File: config.mk
export PLATFORM = sky130hd
export DESIGN_NAME = pipeline_hazard_ctrl_flat
export DESIGN_NICKNAME = d
export VERILOG_FILES = /design/src/rtl/pipeline_hazard_ctrl_if.sv /design/src/rtl/pipeline_hazard_ctrl.sv /design/src/flat_wrapper.sv
export SDC_FILE = /design/constraint.sdc
export NUM_CORES = 1
export LEC_CHECK = 0
export ABC_AREA = 1
export ABC_CLOCK_PERIOD_IN_PS = 2200
export CORE_ASPECT_RATIO = 0.75
export CORE_MARGIN = 3
export CORE_UTILIZATION = 39
export CTS_BUF_LIST = sky130_fd_sc_hd__clkbuf_8 sky130_fd_sc_hd__clkbuf_16
export DETAILED_ROUTE_END_ITERATION = 16
export GPL_TIMING_DRIVEN = 0
export PLACE_DENSITY_LB_ADDON = 0.15
export SLEW_MARGIN = 20
export SYNTH_ARGS = -nofsm -noshare
export SYNTH_HDL_FRONTEND = slang
export SYNTH_SLANG_ARGS = --single-unit
File: constraint.sdc
create_clock -name clk -period 2.2 [get_ports clk]
set_clock_uncertainty 0.1 [all_clocks]
set_input_delay 0.33 -clock clk [delete_from_list [all_inputs] [get_ports clk]]
set_output_delay 0.33 -clock clk [all_outputs]
set_load 0.03 [all_outputs]
File: src/rtl/pipeline_hazard_ctrl_if.sv
// Hazard controller handshake bundle: pipeline status in, stall/flush controls out.
// master = pipeline datapath side, slave = hazard controller.
interface pipeline_hazard_ctrl_if;
  logic [4:0] ID_rsAddr;
  logic [4:0] ID_rtAddr;
  logic       ID_UsesRs;
  logic       ID_UsesRt;
  logic       EX_MemtoReg;
  logic [4:0] EX_wAddr;
  logic       EX_Taken;
  logic       EX_MduStart;
  logic       MEM_Req;
  logic       MEM_Ready;
  logic       PC_stall;
  logic       IF_ID_stall;
  logic       IF_ID_flush;
  logic       ID_EX_clr;
  logic       EX_stall;

  modport master (
    output ID_rsAddr, ID_rtAddr, ID_UsesRs, ID_UsesRt,
    output EX_MemtoReg, EX_wAddr, EX_Taken, EX_MduStart,
    output MEM_Req, MEM_Ready,
    input  PC_stall, IF_ID_stall, IF_ID_flush,
    input  ID_EX_clr, EX_stall
  );

  modport slave (
    input  ID_rsAddr, ID_rtAddr, ID_UsesRs, ID_UsesRt,
    input  EX_MemtoReg, EX_wAddr, EX_Taken, EX_MduStart,
    input  MEM_Req, MEM_Ready,
    output PC_stall, IF_ID_stall, IF_ID_flush,
    output ID_EX_clr, EX_stall
  );
endinterface

File: src/rtl/pipeline_hazard_ctrl.sv
// Stall/flush sequencer for the 5-stage pipeline (load-use, redirect, MDU, dmem wait).
// Optional perf counters built when HAZ_PERF_CNT_EN is defined.
module pipeline_hazard_ctrl #(
  parameter int MDU_LAT = 32,
  parameter int CNT_W   = 32
) (
  input  logic             clk,
  input  logic             rst_n,
  pipeline_hazard_ctrl_if.slave hz,
  output logic [CNT_W-1:0] stall_cnt,
  output logic [CNT_W-1:0] flush_cnt
);

  typedef enum logic [1:0] {
    RUN      = 2'd0,
    MDU_BUSY = 2'd1,
    MEM_WAIT = 2'd2
  } state_t;

  localparam logic [7:0] MDU_INIT = 8'(MDU_LAT - 2);

  state_t     state_q, state_d;
  logic [7:0] cnt_q, cnt_d;
  logic       res_q, res_d;
  logic       hold;
  logic       bubble;
  logic       redirect;
  logic       load_use;
  logic       mem_miss;

  assign mem_miss = hz.MEM_Req & ~hz.MEM_Ready;

  assign load_use = hz.EX_MemtoReg & (hz.EX_wAddr != 5'd0) &
    ((hz.ID_UsesRs & (hz.ID_rsAddr == hz.EX_wAddr)) |
     (hz.ID_UsesRt & (hz.ID_rtAddr == hz.EX_wAddr)));

  always_ff @(posedge clk or negedge rst_n) begin
    if (!rst_n) begin
      state_q <= RUN;
      cnt_q   <= 8'd0;
      res_q   <= 1'b0;
    end else begin
      state_q <= state_d;
      cnt_q   <= cnt_d;
      res_q   <= res_d;
    end
  end

  always_comb begin
    state_d  = state_q;
    cnt_d    = cnt_q;
    res_d    = res_q;
    hold     = 1'b0;
    bubble   = 1'b0;
    redirect = 1'b0;
    unique case (state_q)
      MEM_WAIT: begin
        // res_q remembers an MDU op frozen underneath the memory wait
        if (hz.MEM_Ready) begin
          state_d = res_q ? MDU_BUSY : RUN;
          res_d   = 1'b0;
        end else begin
          hold = 1'b1;
        end
      end
      MDU_BUSY: begin
        if (mem_miss) begin
          hold    = 1'b1;
          res_d   = 1'b1;
          state_d = MEM_WAIT;
        end else begin
          redirect = hz.EX_Taken;
          if (cnt_q != 8'd0) begin
            hold  = ~hz.EX_Taken;
            cnt_d = cnt_q - 8'd1;
          end else begin
            state_d = RUN;
          end
        end
      end
      default: begin
        if (mem_miss) begin
          hold    = 1'b1;
          res_d   = 1'b0;
          state_d = MEM_WAIT;
        end else if (hz.EX_Taken) begin
          redirect = 1'b1;
        end else if (hz.EX_MduStart) begin
          hold    = 1'b1;
          cnt_d   = MDU_INIT;
          state_d = MDU_BUSY;
        end else begin
          bubble = load_use;
        end
      end
    endcase
  end

  assign hz.PC_stall    = hold | bubble;
  assign hz.IF_ID_stall = hold | bubble;
  assign hz.EX_stall    = hold;
  assign hz.IF_ID_flush = redirect;
  assign hz.ID_EX_clr   = redirect | bubble;

`ifdef HAZ_PERF_CNT_EN
  always_ff @(posedge clk or negedge rst_n) begin
    if (!rst_n) begin
      stall_cnt <= '0;
      flush_cnt <= '0;
    end else begin
      stall_cnt <= stall_cnt + CNT_W'(hold | bubble);
      flush_cnt <= flush_cnt + CNT_W'(redirect);
    end
  end
`else
  assign stall_cnt = '0;
  assign flush_cnt = '0;
`endif

endmodule

File: src/flat_wrapper.sv
// flat-port wrapper written by rule: the top's interface ports become plain ports
module pipeline_hazard_ctrl_flat 
#(
  parameter int MDU_LAT = 32,
  parameter int CNT_W   = 32
)
  (clk, rst_n, stall_cnt, flush_cnt, hz_ID_rsAddr, hz_ID_rtAddr, hz_ID_UsesRs, hz_ID_UsesRt, hz_EX_MemtoReg, hz_EX_wAddr, hz_EX_Taken, hz_EX_MduStart, hz_MEM_Req, hz_MEM_Ready, hz_PC_stall, hz_IF_ID_stall, hz_IF_ID_flush, hz_ID_EX_clr, hz_EX_stall);
  pipeline_hazard_ctrl_if hz_i ();
  input  logic clk;
  input  logic rst_n;
  output logic [CNT_W-1:0] stall_cnt;
  output logic [CNT_W-1:0] flush_cnt;
  input wire logic [$bits(hz_i.ID_rsAddr)-1:0] hz_ID_rsAddr;
  input wire logic [$bits(hz_i.ID_rtAddr)-1:0] hz_ID_rtAddr;
  input wire logic [$bits(hz_i.ID_UsesRs)-1:0] hz_ID_UsesRs;
  input wire logic [$bits(hz_i.ID_UsesRt)-1:0] hz_ID_UsesRt;
  input wire logic [$bits(hz_i.EX_MemtoReg)-1:0] hz_EX_MemtoReg;
  input wire logic [$bits(hz_i.EX_wAddr)-1:0] hz_EX_wAddr;
  input wire logic [$bits(hz_i.EX_Taken)-1:0] hz_EX_Taken;
  input wire logic [$bits(hz_i.EX_MduStart)-1:0] hz_EX_MduStart;
  input wire logic [$bits(hz_i.MEM_Req)-1:0] hz_MEM_Req;
  input wire logic [$bits(hz_i.MEM_Ready)-1:0] hz_MEM_Ready;
  output wire logic [$bits(hz_i.PC_stall)-1:0] hz_PC_stall;
  output wire logic [$bits(hz_i.IF_ID_stall)-1:0] hz_IF_ID_stall;
  output wire logic [$bits(hz_i.IF_ID_flush)-1:0] hz_IF_ID_flush;
  output wire logic [$bits(hz_i.ID_EX_clr)-1:0] hz_ID_EX_clr;
  output wire logic [$bits(hz_i.EX_stall)-1:0] hz_EX_stall;
  assign hz_i.ID_rsAddr = hz_ID_rsAddr;
  assign hz_i.ID_rtAddr = hz_ID_rtAddr;
  assign hz_i.ID_UsesRs = hz_ID_UsesRs;
  assign hz_i.ID_UsesRt = hz_ID_UsesRt;
  assign hz_i.EX_MemtoReg = hz_EX_MemtoReg;
  assign hz_i.EX_wAddr = hz_EX_wAddr;
  assign hz_i.EX_Taken = hz_EX_Taken;
  assign hz_i.EX_MduStart = hz_EX_MduStart;
  assign hz_i.MEM_Req = hz_MEM_Req;
  assign hz_i.MEM_Ready = hz_MEM_Ready;
  assign hz_PC_stall = hz_i.PC_stall;
  assign hz_IF_ID_stall = hz_i.IF_ID_stall;
  assign hz_IF_ID_flush = hz_i.IF_ID_flush;
  assign hz_ID_EX_clr = hz_i.ID_EX_clr;
  assign hz_EX_stall = hz_i.EX_stall;
  pipeline_hazard_ctrl #(.MDU_LAT(MDU_LAT), .CNT_W(CNT_W)) u_core (.clk(clk), .rst_n(rst_n), .hz(hz_i), .stall_cnt(stall_cnt), .flush_cnt(flush_cnt));
endmodule
==> results.toml, run 1 <==
[outcome]
run_status = "finished clean"

[cts]
cts-buffers-inserted = 3
clock_tree.htree_level_count = 1
clock_sinks = 11
cts_tree = "yes"
hold_buffers_post_cts = 0
clock_tree.buffer_depth = 2
cts.root.buffer_cell = "sky130_fd_sc_hd__clkbuf_8"
worst_setup_hold_path_clk_slew_ns = 0.06
worstSkewPairLatency_ns = 0.24

[floorplanning]
chipWidth_um = 79.91
io_pins = 93
die_area_um2 = 4909
core_region_area_um2 = 3804
dieHeight_um = 61.43
initial_core_util_pct = 42.01
rows = 19

[detailed_routing]
drt-vias-per-instance = 3.669
dr_total_vias = 1475
detail_route.iter0.violations = 75
wire_length_per_cell_after_detailed_routing_um = 8.092
drtAntennaViolNets = 0
drc_errors = 0
routed_wl_um = 3253
drt_pass1_iterations = 4

[setup_path]
reg2reg_end = "u_core.state_q[0]"
crit-reg2reg-launch = "u_core.state_q[1]"
reg2reg_setup_slack_ns = 0.67
worstPathArrival_ns = 1.68
worstSetupStartpointType = "flip-flop"
critPathRequiredTime_ns = 1.77
end_kind = "output port"
path_class = "flip-flop to output port"
r2r.worst_path.cells = 12
crit_path_max_fanout = 4

[global_route]
vias_in_the_first_global_route = 1130
grt_pass1_wl_um = 4809
globalRoute.totalOverflow = 0
number_of_antenna_violations_at_the_first_check_in_global_routing = 0
grt_usage_pct = 12.61
pin_count_of_the_biggest_net_entering_global_routing = 12

[power]
internal-power_uw = 913.6
ir_drop_v = 0.0003576
power_switching_uw = 886.2
power_leakage_uw = 0.001413
fin_total_pwr_uw = 1800
cell_area_power_density_nw_per_um2 = 775.9
power.sequential.fraction_pct = 19.8
swShare_pct = 49.24
logic_gate_share_of_total_power_pct = 68.5
power.clock.fraction_pct = 11.7

[yosys]
synth_most_common_cell = "sky130_fd_sc_hd__nand2_1"
synthFlopType = "sky130_fd_sc_hd__dfrtp_1"
synth_adder_area_share_pct = 3.132
netlist_top_cells_count = "sky130_fd_sc_hd__nand2_1 (72), sky130_fd_sc_hd__buf_4 (65), sky130_fd_sc_hd__inv_1 (34)"
synthSimpleGateAreaFrac_pct = 31.64
synth_top_family_by_area = "buffers and inverters"
yosys_warnings = 0
synth.lib_cells_used.distinct = 24
postSynthRegisterBits = 11
synth-async-reset-ratio_pct = 100.0
syn_area_um2 = 1598
post-synth-top-area-fraction_pct = 30.54
yosys.area.top_type = "sky130_fd_sc_hd__buf_4"
syn-instance-count = 249
synth_top_cells_by_area = "sky130_fd_sc_hd__buf_4 (31%), sky130_fd_sc_hd__dfrtp_1 (17%), sky130_fd_sc_hd__nand2_1 (17%)"
synthesis.area_per_instance_um2 = 6.417
synth_edf_count = 0
synth.area.mux_share_pct = 0
synth_compound_area_share_pct = 6.265
ys_seq_area_share_pct = 17.23
synth_xor_area_share_pct = 0.5482

[finish]
final_core_util_pct = 60.99
design.final.nets = 379
synthToLayoutAreaGrowth_pct = 45.18
post_route_cells_drive_above_1_share_pct = 32.57
diodes = 0
instances_no_fill = 402

[timing]
final-max-slew-violation-count = 0
report.final.setup_viol = 0
finalWorstPathRequiredPeriod_ns = 2.109
final_hold_violation_count = 0
max_slew_margin_pct = 66.34
grt_setup_unrepaired = "true"
fmax_mhz = 474.1
max_slew.worst_pin.slew_ns = 0.5033
hold_ws_ns = 0.3232
share_of_the_cycle_needed_by_the_critical_path_after_routing_pct = 95.87

[placement]
place.detailed.hpwl_um = 2776
dp_cells = 392
gp_routability_congestion = 0.7968
i_o_buffers = 28

[flow_run]
drv.max_cap_violation_count = 0

[worst_hold_path]
worstHoldPathType = "input port to asynchronous set/reset pin"
[timing repair]
action                                 in CTS  in global routing
setup endpoints to repair                   5                  4
pin swaps                                   0                  3
buffers inserted                            0                  6
gates resized for setup                    23                 19
endpoints found under the hold margin       0                  0
[power groups by stage]
stage	Combinational (uW)	Clock [uW]	Sequential (uW)
after floorplan	911	0	336
after global routing	1360	227	364
after detailed placement	1120	0	351
after CTS	1110	216	351
final	1230	210	357
after global placement	1110	0	350
[area by class of cell]
class,instances,area [um2]
clock inverter,1,5.005
clock buffer,3,41.29
tap,52,65.06
buffer,67,519.2
sequential,11,275.3
inverter,36,135.1
fill,376,1484
timing repair buffer,34,317.8
multi-input combinational,198,960.9
[how the worst max path moves through the flow]
stage	start	end	slack, ns	cells after the start
after global placement	hz_EX_wAddr[0]	hz_PC_stall	-0.45	11
final	u_core.state_q[1]	hz_PC_stall	0.09	8
after CTS	u_core.cnt_q[0]	hz_PC_stall	-0.05	13
after floorplan	u_core.cnt_q[0]	hz_PC_stall	0.18	12
after detailed placement	hz_EX_wAddr[0]	hz_PC_stall	-0.45	11
after global routing	u_core.state_q[1]	hz_PC_stall	-0.03	8
[critical path: stages (launching register included)]
cell                      delay, ns
sky130_fd_sc_hd__dfrtp_1       0.40
sky130_fd_sc_hd__buf_4         0.15
sky130_fd_sc_hd__ha_4          0.27
sky130_fd_sc_hd__nand4_1       0.11
sky130_fd_sc_hd__a21oi_2       0.12
sky130_fd_sc_hd__nand2_1       0.08
sky130_fd_sc_hd__nand2_1       0.08
sky130_fd_sc_hd__buf_4         0.11
sky130_fd_sc_hd__buf_6         0.12
[cells by family (layout without fill, tap and decap cells)]
| group | after synthesis | after routing |
|---|---|---|
| xor gates and xnor gates | 1 | 1 |
| adders and majority gates | 4 | 4 |
| and+or+nand+nor | 115 | 115 |
| other | 1 | 64 |
| AOI/OAI and AO/OA | 14 | 14 |
| buffers and inverters | 103 | 141 |
| DFF | 11 | 11 |
[sequential cells by signal, summed over array words and instances (netlist names)]
register	cells
u_core.res_q	1
u_core.state_q	2
u_core.cnt_q	8
[routing by layer]
metal  vias up  track usage [%]  wire length, um
met5         -                0                0
met1       575            17.42             1520
met2        74            18.63             1316
met3         2            3.655              383
li1        824                -                -
met4         0            5.060               34
[metrics by stage]
stage          setup WS [ns]  setup TNS, ns  instance area, um2
2_1_floorplan         0.1758              0                1834
3_3_place_gp         -0.4507         -1.439                2180
3_5_place_dp         -0.4524         -1.443                2180
4_1_cts             -0.05054       -0.05054                2216
5_1_grt             -0.02931       -0.03574                2320
6_report             0.09094              0                2320
[layout by cell type, fill, tap and decap left out, types with 2 or more instances in the layout]
cell	instances
sky130_fd_sc_hd__buf_4	71
sky130_fd_sc_hd__nand2_1	69
sky130_fd_sc_hd__conb_1	64
sky130_fd_sc_hd__inv_1	29
sky130_fd_sc_hd__clkdlybuf4s50_1	20
sky130_fd_sc_hd__nor2_1	16
sky130_fd_sc_hd__nand3_1	12
sky130_fd_sc_hd__dfrtp_1	11
sky130_fd_sc_hd__inv_2	7
sky130_fd_sc_hd__nand2_2	6
sky130_fd_sc_hd__o21ai_2	6
sky130_fd_sc_hd__nor2_4	4
sky130_fd_sc_hd__o21ai_0	4
sky130_fd_sc_hd__nor2_2	3
sky130_fd_sc_hd__ha_4	3
sky130_fd_sc_hd__clkbuf_8	3
sky130_fd_sc_hd__dlymetal6s2s_1	3
sky130_fd_sc_hd__buf_2	3
sky130_fd_sc_hd__buf_6	2
sky130_fd_sc_hd__nand4_1	2
sky130_fd_sc_hd__o21ai_1	2
(Power assumes the default switching activity.)
==> run 2, diff against run 1 <==
- CORE_ASPECT_RATIO: 0.75 -> 0.7
- SLEW_MARGIN: 20 -> not set
==> run 2 against run 1 <==
Maximum frequency fell by 1.7%; sequential share of layout area increased by 0.084 points; critical endpoint unchanged; global-route usage is essentially flat; via count shrank 0.68%; critical path type unchanged.
==> results.toml, run 2 (synthesized netlist as in run 1, its figures left out) <==
[global_route]
globalRoute.totalOverflow = 0
grt_usage_pct = 12.62
grt_pass1_wl_um = 4781
pin_count_of_the_biggest_net_entering_global_routing = 12
vias_in_the_first_global_route = 1144
number_of_antenna_violations_at_the_first_check_in_global_routing = 0

[timing]
fmax_mhz = 466.0
max_slew_margin_pct = 65.75
max_slew.worst_pin.slew_ns = 0.5122
final-max-slew-violation-count = 0
share_of_the_cycle_needed_by_the_critical_path_after_routing_pct = 97.54
final_hold_violation_count = 0
finalWorstPathRequiredPeriod_ns = 2.146
grt_setup_unrepaired = "true"
hold_ws_ns = 0.3269
report.final.setup_viol = 0

[detailed_routing]
wire_length_per_cell_after_detailed_routing_um = 8.072
drc_errors = 0
routed_wl_um = 3261
drtAntennaViolNets = 0
drt-vias-per-instance = 3.626
dr_total_vias = 1465
detail_route.iter0.violations = 61
drt_pass1_iterations = 4

[power]
power_leakage_uw = 0.001424
ir_drop_v = 0.0004952
cell_area_power_density_nw_per_um2 = 774.1

[worst_hold_path]
worstHoldPathType = "input port to asynchronous set/reset pin"

[setup_path]
path_common_cell = "sky130_fd_sc_hd__nand2_1"
worstSetupStartpointType = "flip-flop"
critPathRequiredTime_ns = 1.77
path_class = "flip-flop to output port"
cp.depth = 13
cpLargestDelayFamily = "simple AND/OR/NAND/NOR gates"
crit_path_max_fanout = 3
worstPathArrival_ns = 1.72
end_kind = "output port"
cp_slowest_cell = "sky130_fd_sc_hd__dfrtp_1"
crit_buf_inv = 5
worst_path_largest_cell_delay_ns = 0.40
r2r.worst_path.cells = 8
timing.critical_path.cells = "inv_2, ha_4, nand2_1, inv_1, nand2_1, nor2_4, inv_1, nand2_1, nand2_1, nand2_1, nand2_1, buf_4, buf_4"

[finish]
design.final.nets = 383
diodes = 0
largestRegisters = "u_core.cnt_q: 8 flops, u_core.state_q: 2 flops, u_core.res_q: 1 flops"
finish.instance_area_um2 = 2303
post_route_cells_drive_above_1_share_pct = 30.79
largest_register_ffs = 8
layout.cells.most_common = "sky130_fd_sc_hd__buf_4"
final_cell_mix = "sky130_fd_sc_hd__buf_4 (76), sky130_fd_sc_hd__nand2_1 (72), sky130_fd_sc_hd__conb_1 (64)"
synthToLayoutAreaGrowth_pct = 44.17
largest_register = "u_core.cnt_q"
final_core_util_pct = 61.99

[placement]
i_o_buffers = 28
dpl_cell_area_um2 = 2177
gp_routability_congestion = 0.8208
place.detailed.hpwl_um = 2727

[floorplanning]
die_area_um2 = 4913
io_pins = 93
chipWidth_um = 82.50
dieHeight_um = 59.55
rows = 18
core_region_area_um2 = 3716
initial_core_util_pct = 43.00

[cts]
cts_tree = "yes"
clock_sinks = 11
cts.root.buffer_cell = "sky130_fd_sc_hd__clkbuf_8"
clock_tree.buffer_depth = 2
clock_tree.htree_level_count = 1
worst_setup_hold_path_clk_slew_ns = 0.05
hold_buffers_post_cts = 0
worstSkewPairLatency_ns = 0.24
cts-buffers-inserted = 3

[flow_run]
drv.max_cap_violation_count = 0

[outcome]
run_status = "finished clean"
-- run 2: final timing paths --
| kind | from | to | slack, ns |
|---|---|---|---|
| worst max-delay path | u_core.state_q[1] | hz_PC_stall | 0.05 |
| worst min-delay path | rst_n | u_core.cnt_q[2] | 0.33 |
| worst max register to register | u_core.state_q[0] | u_core.cnt_q[7] | 0.63 |
| worst min register to register | u_core.res_q | u_core.res_q | 0.39 |
| max in group asynchronous | rst_n | u_core.state_q[0] | 1.32 |
| min in group clk | u_core.res_q | u_core.res_q | 0.39 |
-- run 2: routing by layer --
metal / up-vias / wire length [um] / track usage (%)
met3: 5 / 402 / 3.495
met5: - / 0 / 0
li1: 830 / - / -
met2: 68 / 1351 / 18.49
met1: 562 / 1476 / 18.05
met4: 0 / 30 / 3.497
-- run 2: stage by stage --
stage | power, uW | cells | setup WS, ns | TNS (ns)
floorplan | 1247 | 312 | 0.1758 | 0
global placement | 1459 | 390 | -0.4417 | -1.408
detailed placement | 1469 | 390 | -0.4398 | -1.365
CTS | 1661 | 394 | -0.04668 | -0.04668
global route | 1954 | 404 | -0.06849 | -0.07286
finish | 1783 | 404 | 0.05406 | 0
-- run 2: timing repair --
action,4_1_cts,5_1_grt
gates resized for setup,22,10
pin swaps,0,1
hold endpoints to repair,0,0
endpoints found under the setup margin,5,4
buffers inserted,0,10
-- run 2: cell type report --
type	count	area (um2)
well taps	50	62.56
repair buffers	38	341.6
flip-flops and latches	11	275.3
inverters	36	135.1
clock inverters	1	3.754
multi-input cells	198	924.6
plain buffers	67	519.2
fillers	340	1413
clock buffers	3	41.29
-- run 2: power by group --
| part | internal [uW] | switching (uW) | leakage, uW |
|---|---|---|---|
| logic | 510 | 718 | 0.00126 |
| registers | 281 | 72.5 | 0.000139 |
| clock network | 123 | 79.2 | 0.0000269 |
| total | 914 | 870 | 0.00142 |
==> run 3, diff against run 2 <==
- TNS_END_PERCENT: not set -> 100
==> results of run 3 <==
The final DEF is identical to that of run 2; final timing and power are the same.
